--- config.mk ---
export PLATFORM = sky130hd
export DESIGN_NAME = int_ctrl
export DESIGN_NICKNAME = d
export VERILOG_FILES = /design/src/rtl/int_ctrl.sv
export SDC_FILE = /design/constraint.sdc
export NUM_CORES = 1
export LEC_CHECK = 0
export ABC_AREA = 1
export ABC_CLOCK_PERIOD_IN_PS = 2050
export CAP_MARGIN = 20
export CORE_ASPECT_RATIO = 1.5
export CORE_MARGIN = 1
export CORE_UTILIZATION = 41
export DETAILED_ROUTE_END_ITERATION = 10
export MAX_ROUTING_LAYER = met4
export PLACE_DENSITY = 0.8
export SETUP_SLACK_MARGIN = 0.15
export SLEW_MARGIN = 20
export SYNTH_ARGS = -nofsm -noshare
export SYNTH_HDL_FRONTEND = slang
export SYNTH_SLANG_ARGS = --single-unit
--- constraint.sdc ---
create_clock -name clk -period 2.05 [get_ports clk]
set_clock_uncertainty 0.2 [all_clocks]
set_input_delay 0.3075 -clock clk [delete_from_list [all_inputs] [get_ports clk]]
set_output_delay 0.3075 -clock clk [all_outputs]
set_load 0.01 [all_outputs]
--- src/rtl/int_ctrl.sv ---
// Interrupt controller: fixed-priority arbitration of four level requesters,
// entry at instruction boundaries, and the IRX/IRY shadow status and return address.
module int_ctrl #(
    parameter logic [15:0] VECBASE = 16'hFF00
) (
    input  logic        clk,
    input  logic        nclr,
    input  logic [3:0]  irq,
    input  logic        ibound,
    input  logic [15:0] pc,
    input  logic        ei,
    input  logic        di,
    input  logic        rti,
    input  logic        mask_wr,
    input  logic [3:0]  mask_d,
    output logic        ienabled,
    output logic        istatus,
    output logic [15:0] intRA,
    output logic        take,
    output logic [15:0] vector,
    output logic [3:0]  iack,
    output logic [1:0]  active_id,
    output logic [3:0]  mask
);

    localparam logic [1:0] StIdle   = 2'd0;
    localparam logic [1:0] StEnter  = 2'd1;
    localparam logic [1:0] StActive = 2'd2;
    localparam logic [1:0] StExit   = 2'd3;

    logic [1:0]  state_q, state_d;
    logic        ienabled_q, ienabled_d;
    logic [3:0]  mask_q, mask_d_int;
    logic [15:0] ra_q, ra_d;
    logic [1:0]  active_id_q, active_id_d;
    logic        take_q, take_d;
    logic [15:0] vector_q, vector_d;
    logic [3:0]  iack_q, iack_d;

    logic [3:0]  pend;
    logic [1:0]  winner;
    logic        enter;

    // Pending set uses the mask held before this edge, so a mask written on a
    // boundary cycle only affects the following boundary.
    assign pend = irq & mask_q;

    // Lowest set bit wins; scan from the top so the last hit is the lowest.
    always_comb begin
        winner = 2'd0;
        for (int i = 3; i >= 0; i--) begin
            if (pend[i]) begin
                winner = 2'(i);
            end
        end
    end

    assign enter = (state_q == StIdle) && ibound && ienabled_q && (pend != 4'b0000);

    always_comb begin
        state_d = state_q;
        unique case (state_q)
            StIdle:   if (enter) state_d = StEnter;
            StEnter:  state_d = StActive;
            StActive: if (rti) state_d = StExit;
            StExit:   state_d = StIdle;
            default:  state_d = StIdle;
        endcase
    end

    always_comb begin
        ienabled_d = ienabled_q;
        if (di) begin
            ienabled_d = 1'b0;
        end else if (ei) begin
            ienabled_d = 1'b1;
        end
    end

    assign mask_d_int = mask_wr ? mask_d : mask_q;

    always_comb begin
        ra_d        = ra_q;
        active_id_d = active_id_q;
        take_d      = 1'b0;
        vector_d    = 16'h0000;
        iack_d      = 4'b0000;
        if (enter) begin
            ra_d        = pc;
            active_id_d = winner;
            take_d      = 1'b1;
            vector_d    = {VECBASE[15:4], winner, 2'b00};
            iack_d      = 4'b0001 << winner;
        end
    end

    always_ff @(posedge clk or negedge nclr) begin
        if (!nclr) begin
            state_q     <= StIdle;
            ienabled_q  <= 1'b0;
            mask_q      <= 4'hF;
            ra_q        <= 16'h0000;
            active_id_q <= 2'd0;
            take_q      <= 1'b0;
            vector_q    <= 16'h0000;
            iack_q      <= 4'b0000;
        end else begin
            state_q     <= state_d;
            ienabled_q  <= ienabled_d;
            mask_q      <= mask_d_int;
            ra_q        <= ra_d;
            active_id_q <= active_id_d;
            take_q      <= take_d;
            vector_q    <= vector_d;
            iack_q      <= iack_d;
        end
    end

    assign ienabled  = ienabled_q;
    assign istatus   = (state_q == StEnter) || (state_q == StActive);
    assign intRA     = (state_q == StIdle) ? pc : ra_q;
    assign take      = take_q;
    assign vector    = vector_q;
    assign iack      = iack_q;
    assign active_id = active_id_q;
    assign mask      = mask_q;

endmodule

; ---- Yosys cells after proc, flatten, opt, wreduce, memory -nomap -nowiden
; Index checks and enable logic that the tools add are counted.
[word_totals]
reg_bits = 46
input_bits = 31
elab_cells = 36
out_inout_bits = 45
[op_classes]
n_eq_ne = 5
mux = 13
reduce_logical = 8
shift = 1
bitwise = 1
[op_table]
columns = op, count
row1 = $mux W16, 2
row2 = $mux W2, 6
row3 = $pmux W2 S4, 1
row4 = $and A4 B4 Y4, 1
row5 = $eq A2 B2 Y1 const B, 2
row6 = $mux W4, 1
row7 = $ne A2 B2 Y1 const B, 2
row8 = $reduce_bool A4 Y1, 1
row9 = $shl A1 B2 Y4 const A, 1
row10 = $logic_and A1 B1 Y1, 3
row11 = $mux W1, 3
row12 = $eq A2 B1 Y1 const B, 1
row13 = $logic_not A2 Y1, 1
row14 = $reduce_and A2 Y1, 1
row15 = $reduce_bool A2 Y1, 1
row16 = $logic_or A1 B1 Y1, 1

; ---- Longest topological paths before layout
[logic_depth]
word_depth = 7
mapped_depth = 10
ltp_nobuf = 9

; ---- Least setup slack after synthesis
; No wires, ideal clock.
[synth_path]
path_kind = reg2out
from = register state_q[0]
to = output intRA[11]
path_stages_with_launch = 6
slack_ns = 0.351
required_ns = 1.542
arrival_time_ns = 1.191
path_buffers = 2
cell_sequence = dfrtp_1 -> inv_1 -> ha_1 -> buf_6 -> clkbuf_1 -> o21ai_0
[synth_via]
elab_chain_len = 2
[synth_lines]
columns = item, line_no
row1 = from (decl), 31  ; logic [1:0] state_q, state_d;
row2 = from (signal assigned), 99  ; state_q <= StIdle;
row3 = from (signal assigned), 108  ; state_q <= state_d;
row4 = $logic_not A2 Y1, 121  ; assign intRA = (state_q == StIdle) ? pc : ra_q;
row5 = $mux W16, 121
row6 = to (decl), 18  ; output logic [15:0] intRA,
; No other way between the ends.

; ---- Final worst setup path
[layout_path]
from = register state_q[1]
to = output intRA[5]
; Same word-level chain as after synthesis.

==> impl_results.rst <==
.. list-table::
   :header-rows: 1

   * - Metric
     - Value
   * - Overall fraction of global-route tracks in use
     - 0.1803
   * - Number of violations reported at the end of detailed-routing iteration 0
     - 23
   * - Clock root buffer
     - clkbuf_8
   * - Die height
     - approximately 80 microns
   * - Overall die area
     - 0.004301 sq mm
   * - Psw
     - roughly 1.2 mW
   * - Part of the total power dissipated in sequential elements
     - 0.289
   * - Pre-antenna DRT Iters
     - 4
   * - Wirelength, routed
     - 3.547 mm
   * - Clock slew at the register clock pins of the worst setup and hold paths
     - 0.07 ns
   * - Chip width
     - 53.88 microns
   * - Number of max-slew violations in the final report
     - 0
   * - Crit share post-route
     - 0.9230
   * - Overflow after GRT
     - 0
   * - Commonest non-fill, non-tap cell in the layout
     - clkdlybuf4s50_1
   * - RSZ-0062 raised after global routing
     - true
   * - Total number of yosys warnings
     - 0
   * - Wire length of the first global-routing pass
     - ~5.4 mm
   * - Leakage dissipation
     - 1.217 nW
   * - DRC Markers
     - 0
   * - Count of cell types in the netlist
     - 21
   * - Cell count after synthesis
     - 187
   * - Post-synth design cell area
     - 0.001655 sq mm
   * - Final GP Congestion
     - 0.7147
   * - Number of antenna violations at the first check in global routing
     - 0
   * - Worst path required time
     - 1.54 ns
   * - Power Internal
     - 2.012 mW
   * - Sequential area share after synthesis
     - 0.4868
   * - Number of sinks driven by the clock tree
     - 32
   * - Maximum number of pins on one net before global-route repair
     - 35
   * - Switching Share
     - 0.3682
   * - Worst reg2reg path endpoint
     - ra_q[8]
   * - Clock buffers created by TritonCTS
     - 5
   * - Total power per unit cell area
     - 1296 mW/mm^2
   * - Starting Density
     - 0.4414
   * - Reg2reg path depth
     - 9
   * - Maximum fanout encountered on the critical timing path
     - 8
   * - Share of total power in combinational logic
     - 0.526
   * - Finished layout cell area
     - approximately 0.0025 sq mm
   * - Max-capacitance violation count
     - 0
   * - Detailed Place HPWL
     - 2.348 mm
   * - First element of the critical path
     - state_q[1]
   * - Min Tclk post-route
     - 1.892 ns
   * - Layout cell share with drive strength beyond 1
     - 0.2813
   * - CP arrival
     - 1.38 ns
   * - Startpoint type of the worst setup path
     - register
   * - # diodes
     - 0
   * - Top-level port count
     - 76
   * - Number of flops mapped to enable cells by yosys
     - 0
   * - Clock latency on the worst-skew pair
     - around 0.28 ns
   * - Setup slack of the worst register-to-register path
     - 0.28 ns
   * - Vias post-DR
     - 1409
   * - Number of setup violations in the final report
     - 0
   * - Highest ir drop seen on vdd
     - 0.9892 mV
   * - H-Tree Level Count
     - 2
   * - Share of flip-flops with an asynchronous set or reset
     - 1.000
   * - Critical path type
     - reg -> out
   * - Post-DR vias/cell
     - 4.712
   * - Vias in the first global route
     - 1285
   * - Area inside the core boundary
     - 0.003750 sq mm
   * - Achievable clock frequency
     - roughly 530 MHz
   * - Result of the run
     - finished clean
   * - Clock network fraction of total power
     - 0.184
   * - Core Rows
     - 27
   * - Area added between synthesis and finish
     - 48.45%
   * - Count of nets after finishing
     - a little under 300
   * - Fillers
     - 304
   * - Critical path capture point
     - intRA[5]
   * - Average instance area after synthesis
     - 8.852 sq um
   * - Register bit total from synthesis
     - 32
   * - Post-Place Cell Area
     - 0.002303 sq mm
   * - Predominant post-synthesis flop cell
     - dfrtp_1
   * - Reg2Reg Launch Point
     - state_q[1]
   * - Total power
     - ~3.2 mW
   * - Quantity of I/O buffers inserted on ports
     - 69
   * - Hold violation count in the final report
     - 0
   * - Average wire per standard cell
     - between 10 and 15 microns
   * - CTS tree
     - yes
   * - HP Class
     - in -> async
   * - Nature of the critical path endpoint
     - output port
   * - Buffer levels on the longest clock path
     - 2
   * - Hold buffer count at cts
     - 0
   * - Number of nets with antenna violations after detailed routing
     - 0
   * - Most frequent cells in the layout
     - clkdlybuf4s50_1, nand2_1, dfrtp_1
-- worst min path at each step --
stage | from | endpoint
CTS | nclr | ra_q[1]
detailed placement | state_q[0] | state_q[0]
floorplan | nclr | active_id[0]
global route | nclr | ra_q[4]
global placement | state_q[0] | state_q[0]
finish | nclr | ra_q[4]
-- routing by layer --
layer  wire length [microns]  track usage  up-vias
li1                        -            -      694
met1                    1319       0.1817      643
met2                    1923       0.3123       65
met3                     254      0.05524        7
met4                      50      0.06842        0
met5                       0            -        -
-- area by class of cell --
cell class,instances,area (sq um),area share
Timing Repair Buffer,77,720.7,0.2933
Tap cell,43,53.80,0.02189
Sequential cell,32,807.0,0.3284
Clock buffer,6,72.57,0.02953
Multi-Input combinational cell,115,678.2,0.2760
Clock inverter,2,35.03,0.01426
Inverter,24,90.09,0.03666
-- Yosys cell counts, drive strengths merged (3+ instances only) --
library cell,instances,share of area
buf,18,0.093
clkbuf,3,0.0068
nand2,54,0.15
dfrtp,28,0.42
dfstp,4,0.063
nand3,7,0.021
ha,3,0.023
o21ai,32,0.11
nor2,7,0.026
mux2,4,0.027
inv,24,0.054
-- critical path: stages, from the launching register on --
cell and delay [ns]:
dfrtp_1 0.38, inv_2 0.08, ha_4 0.21, clkbuf_16 0.18, nand2_2 0.05, o21ai_1 0.07, buf_2 0.14
-- power groups by stage --
stage	clock, mW	sequential, mW	combinational, mW
after floorplan	0	0.933	0.814
after global placement	0	0.920	1.57
after detailed placement	0	0.927	1.60
after CTS	0.599	0.923	1.55
after global routing	0.625	0.947	1.86
final	0.587	0.922	1.68
-- flip-flops by register name, indices dropped and copies added (netlist names) --
signal / count
state_q: 2
iack: 4
ienabled: 1
active_id: 2
mask: 4
ra_q: 16
vector: 3
-- logic make-up after synthesis --
| kind of cell | count (synthesis) | synth area share |
|---|---|---|
| buffers and inverters | 45 | 0.1542 |
| other | 1 | 0.002265 |
| AO/OA/AOI/OAI | 33 | 0.1088 |
| adder cells (fa/ha/maj) | 3 | 0.02268 |
| AND/OR/NAND/NOR | 69 | 0.1980 |
| multiplexers | 4 | 0.02721 |
| flip-flops | 32 | 0.4868 |
-- timing repair --
item / CTS / global route
resized for setup: 89 / 21
endpoints found under the setup margin: 17 / 25
setup buffers: 0 / 1
pin swaps: 0 / 1
gates cloned: 1 / 1
-- metrics by stage --
step                      worst slack, ns  cells   TNS (ns)  hold WS (ns)  utilization
final                              0.1578    299          0        0.2207       0.6553
after global placement            0.03543    288          0        0.2543       0.6143
after detailed placement        -0.004581    288  -0.004581        0.2635       0.6143
after global routing              0.09509    299          0        0.2669       0.6553
after floorplan                    0.3515    192          0       -0.1881            -
after CTS                          0.1540    297          0        0.2376       0.6333
Power figures use the tool's default switching activity.
==> RTL change 1, RTL diff (config.mk and constraints unchanged) <==
Put a register stage on the output `intRA`, without a reset. The value now appears one clock later. The other outputs are not delayed to match.
--- a/src/rtl/int_ctrl.sv
+++ b/src/rtl/int_ctrl.sv
@@ -119,5 +119,7 @@
     assign ienabled  = ienabled_q;
     assign istatus   = (state_q == StEnter) || (state_q == StActive);
-    assign intRA     = (state_q == StIdle) ? pc : ra_q;
+    always_ff @(posedge clk) begin
+        intRA <= (state_q == StIdle) ? pc : ra_q;
+    end
     assign take      = take_q;
     assign vector    = vector_q;
Check against the original RTL: not equivalent (Yosys sat finds a counterexample within 4 cycles, from zero or initial values).
==> RTL change 1 against the unedited design <==
  * Worst setup slack improved by 0.058 ns
  * Sequential share of layout area increased by 7.6 points
  * Final cell count rose by 9.4%
  * Maximum frequency is 3.2% higher
  * Synthesized area increased by 21%
  * Routed wire length rose by 1.2%
  * Cell area rose by 13%
  * Sequential cell count increased by 16
  * Total power grew 14%
  * Largest power group is now registers
==> RTL change 1: results <==
export IMPL_layout_nets=296
export IMPL_maxCapViolations=0
export IMPL_dp_hpwl_um=2700
export IMPL_met2WireLength_um=1900
export IMPL_path_max_fanout=3
export IMPL_syn_area_per_cell_um2=10.1
export IMPL_ys_seq_area_frac=0.563
export IMPL_yosysTopAreaCell="dfrtp_1"
export IMPL_cts_made_buffers=5
export IMPL_drtIter0Drc=38
export IMPL_antenna_found_initial=0
export IMPL_met1Wirelength_um=1400
export IMPL_dr_pass1_iters=4
export IMPL_dr_wl_met3_um=228
export IMPL_cts_path_max_buffers=2
export IMPL_leakage_uw=0.00130
export IMPL_clk_pin_slew_ns=0.09
export IMPL_synth_top_area_frac=0.350
export IMPL_synth_top_cells_by_count="dfrtp_1 (28), nand2_1 (23), nor2_1 (22)"
export IMPL_synth_xor_area_frac=0
export IMPL_wl_per_cell_um=11.0
export IMPL_grt_total_usage=0.157
export IMPL_grt_max_degree=33
export IMPL_place_inst=318
export IMPL_drive_gt1_frac=0.213
export IMPL_synth_compound_area_frac=0.121
export IMPL_dr_max_layer_used="met4"
export IMPL_wl_um=3590
export IMPL_peakVddDrop_mv=0.671
export IMPL_finalWeightedCongestion=0.717
export IMPL_synth_adder_area_share=0.0188
export IMPL_io_buffers=69
export IMPL_async_reset_ff_frac=0.667
export IMPL_yosysWarningCount=0
export IMPL_outcome="complete, no violations"
export IMPL_ys_types=22
export IMPL_clk_latency_ns=0.30
export IMPL_first_global_vias=1401
export IMPL_synth_mux_area_frac=0.0225
export IMPL_ys_top_cells_by_area="dfrtp_1 (35%), dfxtp_1 (16%), o21ai_2 (7.9%), buf_4 (6.0%), dfstp_2 (5.3%)"
export IMPL_htree_num_levels=2
export IMPL_grt_pass1_wl_um=5830
export IMPL_vias=1469
export IMPL_hp_class="primary input to async pin"
export IMPL_clock_tree_root_cell="clkbuf_8"
export IMPL_antenna_cells=0
## RTL change 1: cell count changes in the layout (fill, tap and decap cells not counted), moves of 4 or more
cell | before | now
a21oi_1 | 1 | 17
buf_2 | 16 | 0
dfxtp_1 | 0 | 16
nor2_1 | 6 | 22
clkdlybuf4s50_1 | 50 | 64
nand2_1 | 36 | 23
o21ai_0 | 12 | 0
o21ai_1 | 12 | 0
o21ai_2 | 8 | 17
dlygate4sd2_1 | 0 | 5
nand2_4 | 4 | 0
nand3_1 | 7 | 3
## RTL change 1: cell families (layout without fill, tap and decap cells)
group	Yosys count	in the layout
flip-flops	48	48
multiplexers	4	4
AO/OA/AOI/OAI	35	35
other	1	6
buffers and inverters	44	104
adder cells (fa/ha/maj)	3	3
AND/OR/NAND/NOR	63	63
## RTL change 1: final timing paths
check	startpoint	to	slack [ns]	cells after the start
max	state_q[0]	istatus	0.22	3
min reg2reg	ra_q[4]	ra_q[4]	0.29	2
min	nclr	ra_q[6]	0.20	2
max reg2reg	state_q[1]	ra_q[11]	0.34	8
min in group clk	ra_q[4]	ra_q[4]	0.29	2
max in group asynchronous	nclr	mask[0]	1.11	2
## RTL change 1: cell type report
cell class | instances | area [um^2]
multi-input combinational | 111 | 646
sequential | 48 | 1130
fill | 402 | 1830
inverter | 22 | 82.6
clock buffer | 5 | 68.8
clock inverter | 3 | 46.3
tap | 64 | 80.1
timing repair buffer | 74 | 734
## RTL change 1: power by group
group	switching (uW)	leakage [uW]	internal [uW]
Sequential	172	0.000536	1330
Combinational	690	0.000711	759
Clock	326	0.0000548	367
## RTL change 1: timing repair
action                                  CTS  global route
buffers inserted                          0             1
endpoints found under the setup margin    5            10
gates resized for setup                   5             2
## RTL change 1: metrics by stage
step	power (uW)	area, um^2	setup slack, ns	hold WS, ns
after floorplan	2380	2020	0.448	-0.188
after global placement	2940	2670	0.293	0.260
after detailed placement	3000	2670	0.259	0.274
after CTS	3680	2780	0.158	0.218
after global routing	3900	2790	0.145	0.245
final	3640	2790	0.216	0.199
## RTL change 1: per-layer routing
layer | global-route usage | vias to the layer above
li1 | - | 724
met1 | 0.158 | 679
met2 | 0.274 | 60
met3 | 0.0461 | 6
met4 | 0.0714 | 0
met5 | - | -
## RTL change 1: critical path: stages (launching register included)
cell and delay (ns):
dfrtp_1 0.38, inv_2 0.06, ha_1 0.30, dlygate4sd2_1 0.29
==> RTL change 2, RTL diff (config.mk and constraints unchanged) <==
Made on the original files. `ra_q` no longer has a reset.
--- a/src/rtl/int_ctrl.sv
+++ b/src/rtl/int_ctrl.sv
@@ -100,5 +100,4 @@
             ienabled_q  <= 1'b0;
             mask_q      <= 4'hF;
-            ra_q        <= 16'h0000;
             active_id_q <= 2'd0;
             take_q      <= 1'b0;
@@ -109,5 +108,4 @@
             ienabled_q  <= ienabled_d;
             mask_q      <= mask_d_int;
-            ra_q        <= ra_d;
             active_id_q <= active_id_d;
             take_q      <= take_d;
@@ -115,4 +113,8 @@
             iack_q      <= iack_d;
         end
+    end
+
+    always_ff @(posedge clk) begin
+        ra_q <= ra_d;
     end
 
Behaviour: same outputs for any inputs over 10 cycles, from zero or initial values; that may be too few to reach the edited logic, so the function may still have changed.
==> RTL change 2 against the unedited design <==
  * Cell area up 6.8%
  * Critical endpoint is now intRA[2]
  * Non-clock buffer count up 14
  * Sequential cell count unchanged
  * Hold slack worse by 0.084 ns
  * Synthesized area down 9.7%
  * Worst setup slack worse by 0.21 ns
  * The flow now finishes with violations (setup timing)
  * Total power down 6.8%
  * Largest cell class is now non-clock buffers
  * Core utilization up 11 points
  * Routed wire length up 13%
==> RTL change 2: results <==
export IMPL_outcome="complete, but fails checks"
export IMPL_violations="setup timing"
export IMPL_leakage_uw=0.00122
export IMPL_reg2reg_depth=10
export IMPL_pre_cts_ws_ns=-0.0943
export IMPL_dp_hpwl_um=2570
export IMPL_drive_gt1_frac=0.403
export IMPL_r2r_end="ra_q[12]"
export IMPL_grt_max_degree=17
export IMPL_dr_wl_met3_um=286
export IMPL_dpl_instance_area_mm2=0.00222
export IMPL_drtIter0Drc=24
export IMPL_synth_edf_count=16
export IMPL_peakVddDrop_mv=0.778
export IMPL_layout_nets=239
export IMPL_grt_total_usage=0.204
export IMPL_async_reset_ff_frac=0.500
export IMPL_cp_data_arrival_time_ns=1.59
export IMPL_ys_types=19
export IMPL_setup_viol=16
export IMPL_met1Wirelength_um=1340
export IMPL_ys_top_cells_by_area="edfxtp_1 (32%), dfrtp_1 (20%), mux2_2 (13%), buf_4 (7.5%), dfstp_2 (7.0%)"
export IMPL_ys_seq_area_frac=0.592
export IMPL_fillCellCount=246
export IMPL_yosysWarningCount=0
export IMPL_finalWeightedCongestion=0.700
export IMPL_power_switching_uw=905
export IMPL_met2WireLength_um=2310
export IMPL_reg2reg_slack_ns=0.03
export IMPL_setup_ws_ns=-0.0517
export IMPL_critPathCapture="intRA[2]"
export IMPL_vias_per_cell=4.68
==> RTL change 2: changes by cell type after synthesis, sizes merged <==
| cell | change |
|---|---|
| dfrtp | -16 |
| edfxtp | +16 |
| clkbuf | -3 |
| inv | -16 |
| o21ai | -32 |
| mux2 | +16 |
| buf | -2 |
| nand2 | -32 |
==> RTL change 2: layer usage <==
| metal | up-vias | GRT usage |
|---|---|---|
| met4 | 0 | 0.0649 |
| met5 | - | - |
| met1 | 546 | 0.181 |
| met3 | 8 | 0.0683 |
| li1 | 542 | - |
| met2 | 64 | 0.384 |
==> RTL change 2: timing repair <==
action / CTS / global route
buffers inserted: 5 / 7
hold buffers: 0 / 0
setup endpoints to repair: 33 / 46
pin swaps: 1 / 7
resized for setup: 109 / 9
cloned: 1 / 1
==> RTL change 2: stage by stage <==
stage	setup TNS, ns	utilization	instances
global placement	-0.753	0.644	226
CTS	-0.439	0.726	240
detailed placement	-1.31	0.644	226
finish	-0.564	0.761	248
floorplan	0	-	123
global route	-1.67	0.761	248
==> RTL change 2: how the worst min path moves through the flow <==
stage,depth (start not counted),from,end
finish,2,nclr,iack[2]
global route,2,nclr,vector[3]
CTS,2,nclr,vector[3]
detailed placement,2,state_q[0],state_q[0]
global placement,2,state_q[0],state_q[0]
floorplan,0,nclr,active_id[0]
==> RTL change 2: area by class of cell <==
| class | count | share of cell area |
|---|---|---|
| Timing Repair Buffer | 91 | 0.368 |
| Tap cell | 42 | 0.0200 |
| Sequential cell | 32 | 0.338 |
| Multi-Input combinational cell | 67 | 0.228 |
| Clock buffer | 8 | 0.0343 |
| Inverter | 8 | 0.0114 |
==> RTL change 2: kinds of logic after synthesis <==
| group | synth area share |
|---|---|
| buffers and inverters | 0.103 |
| AO/OA/AOI/OAI | 0.00334 |
| adder cells (fa/ha/maj) | 0.0251 |
| multiplexers | 0.151 |
| other | 0.00251 |
| flip-flops | 0.592 |
| AND/OR/NAND/NOR | 0.123 |
==> RTL change 2: worst max-delay path, cell delays in order, from the launching register on <==
cell     delay [ns]
dfrtp_1        0.39
inv_2          0.08
ha_4           0.17
buf_12         0.11
buf_12         0.13
mux2_4         0.31
buf_6          0.13
==> RTL change 2: power groups by stage <==
stage / combinational (uW) / clock [uW] / sequential (uW)
2_1_floorplan: 577 / 0 / 825
3_3_place_gp: 1130 / 0 / 808
3_5_place_dp: 1170 / 0 / 813
4_1_cts: 1550 / 496 / 805
5_1_grt: 1760 / 514 / 816
6_report: 1670 / 492 / 808
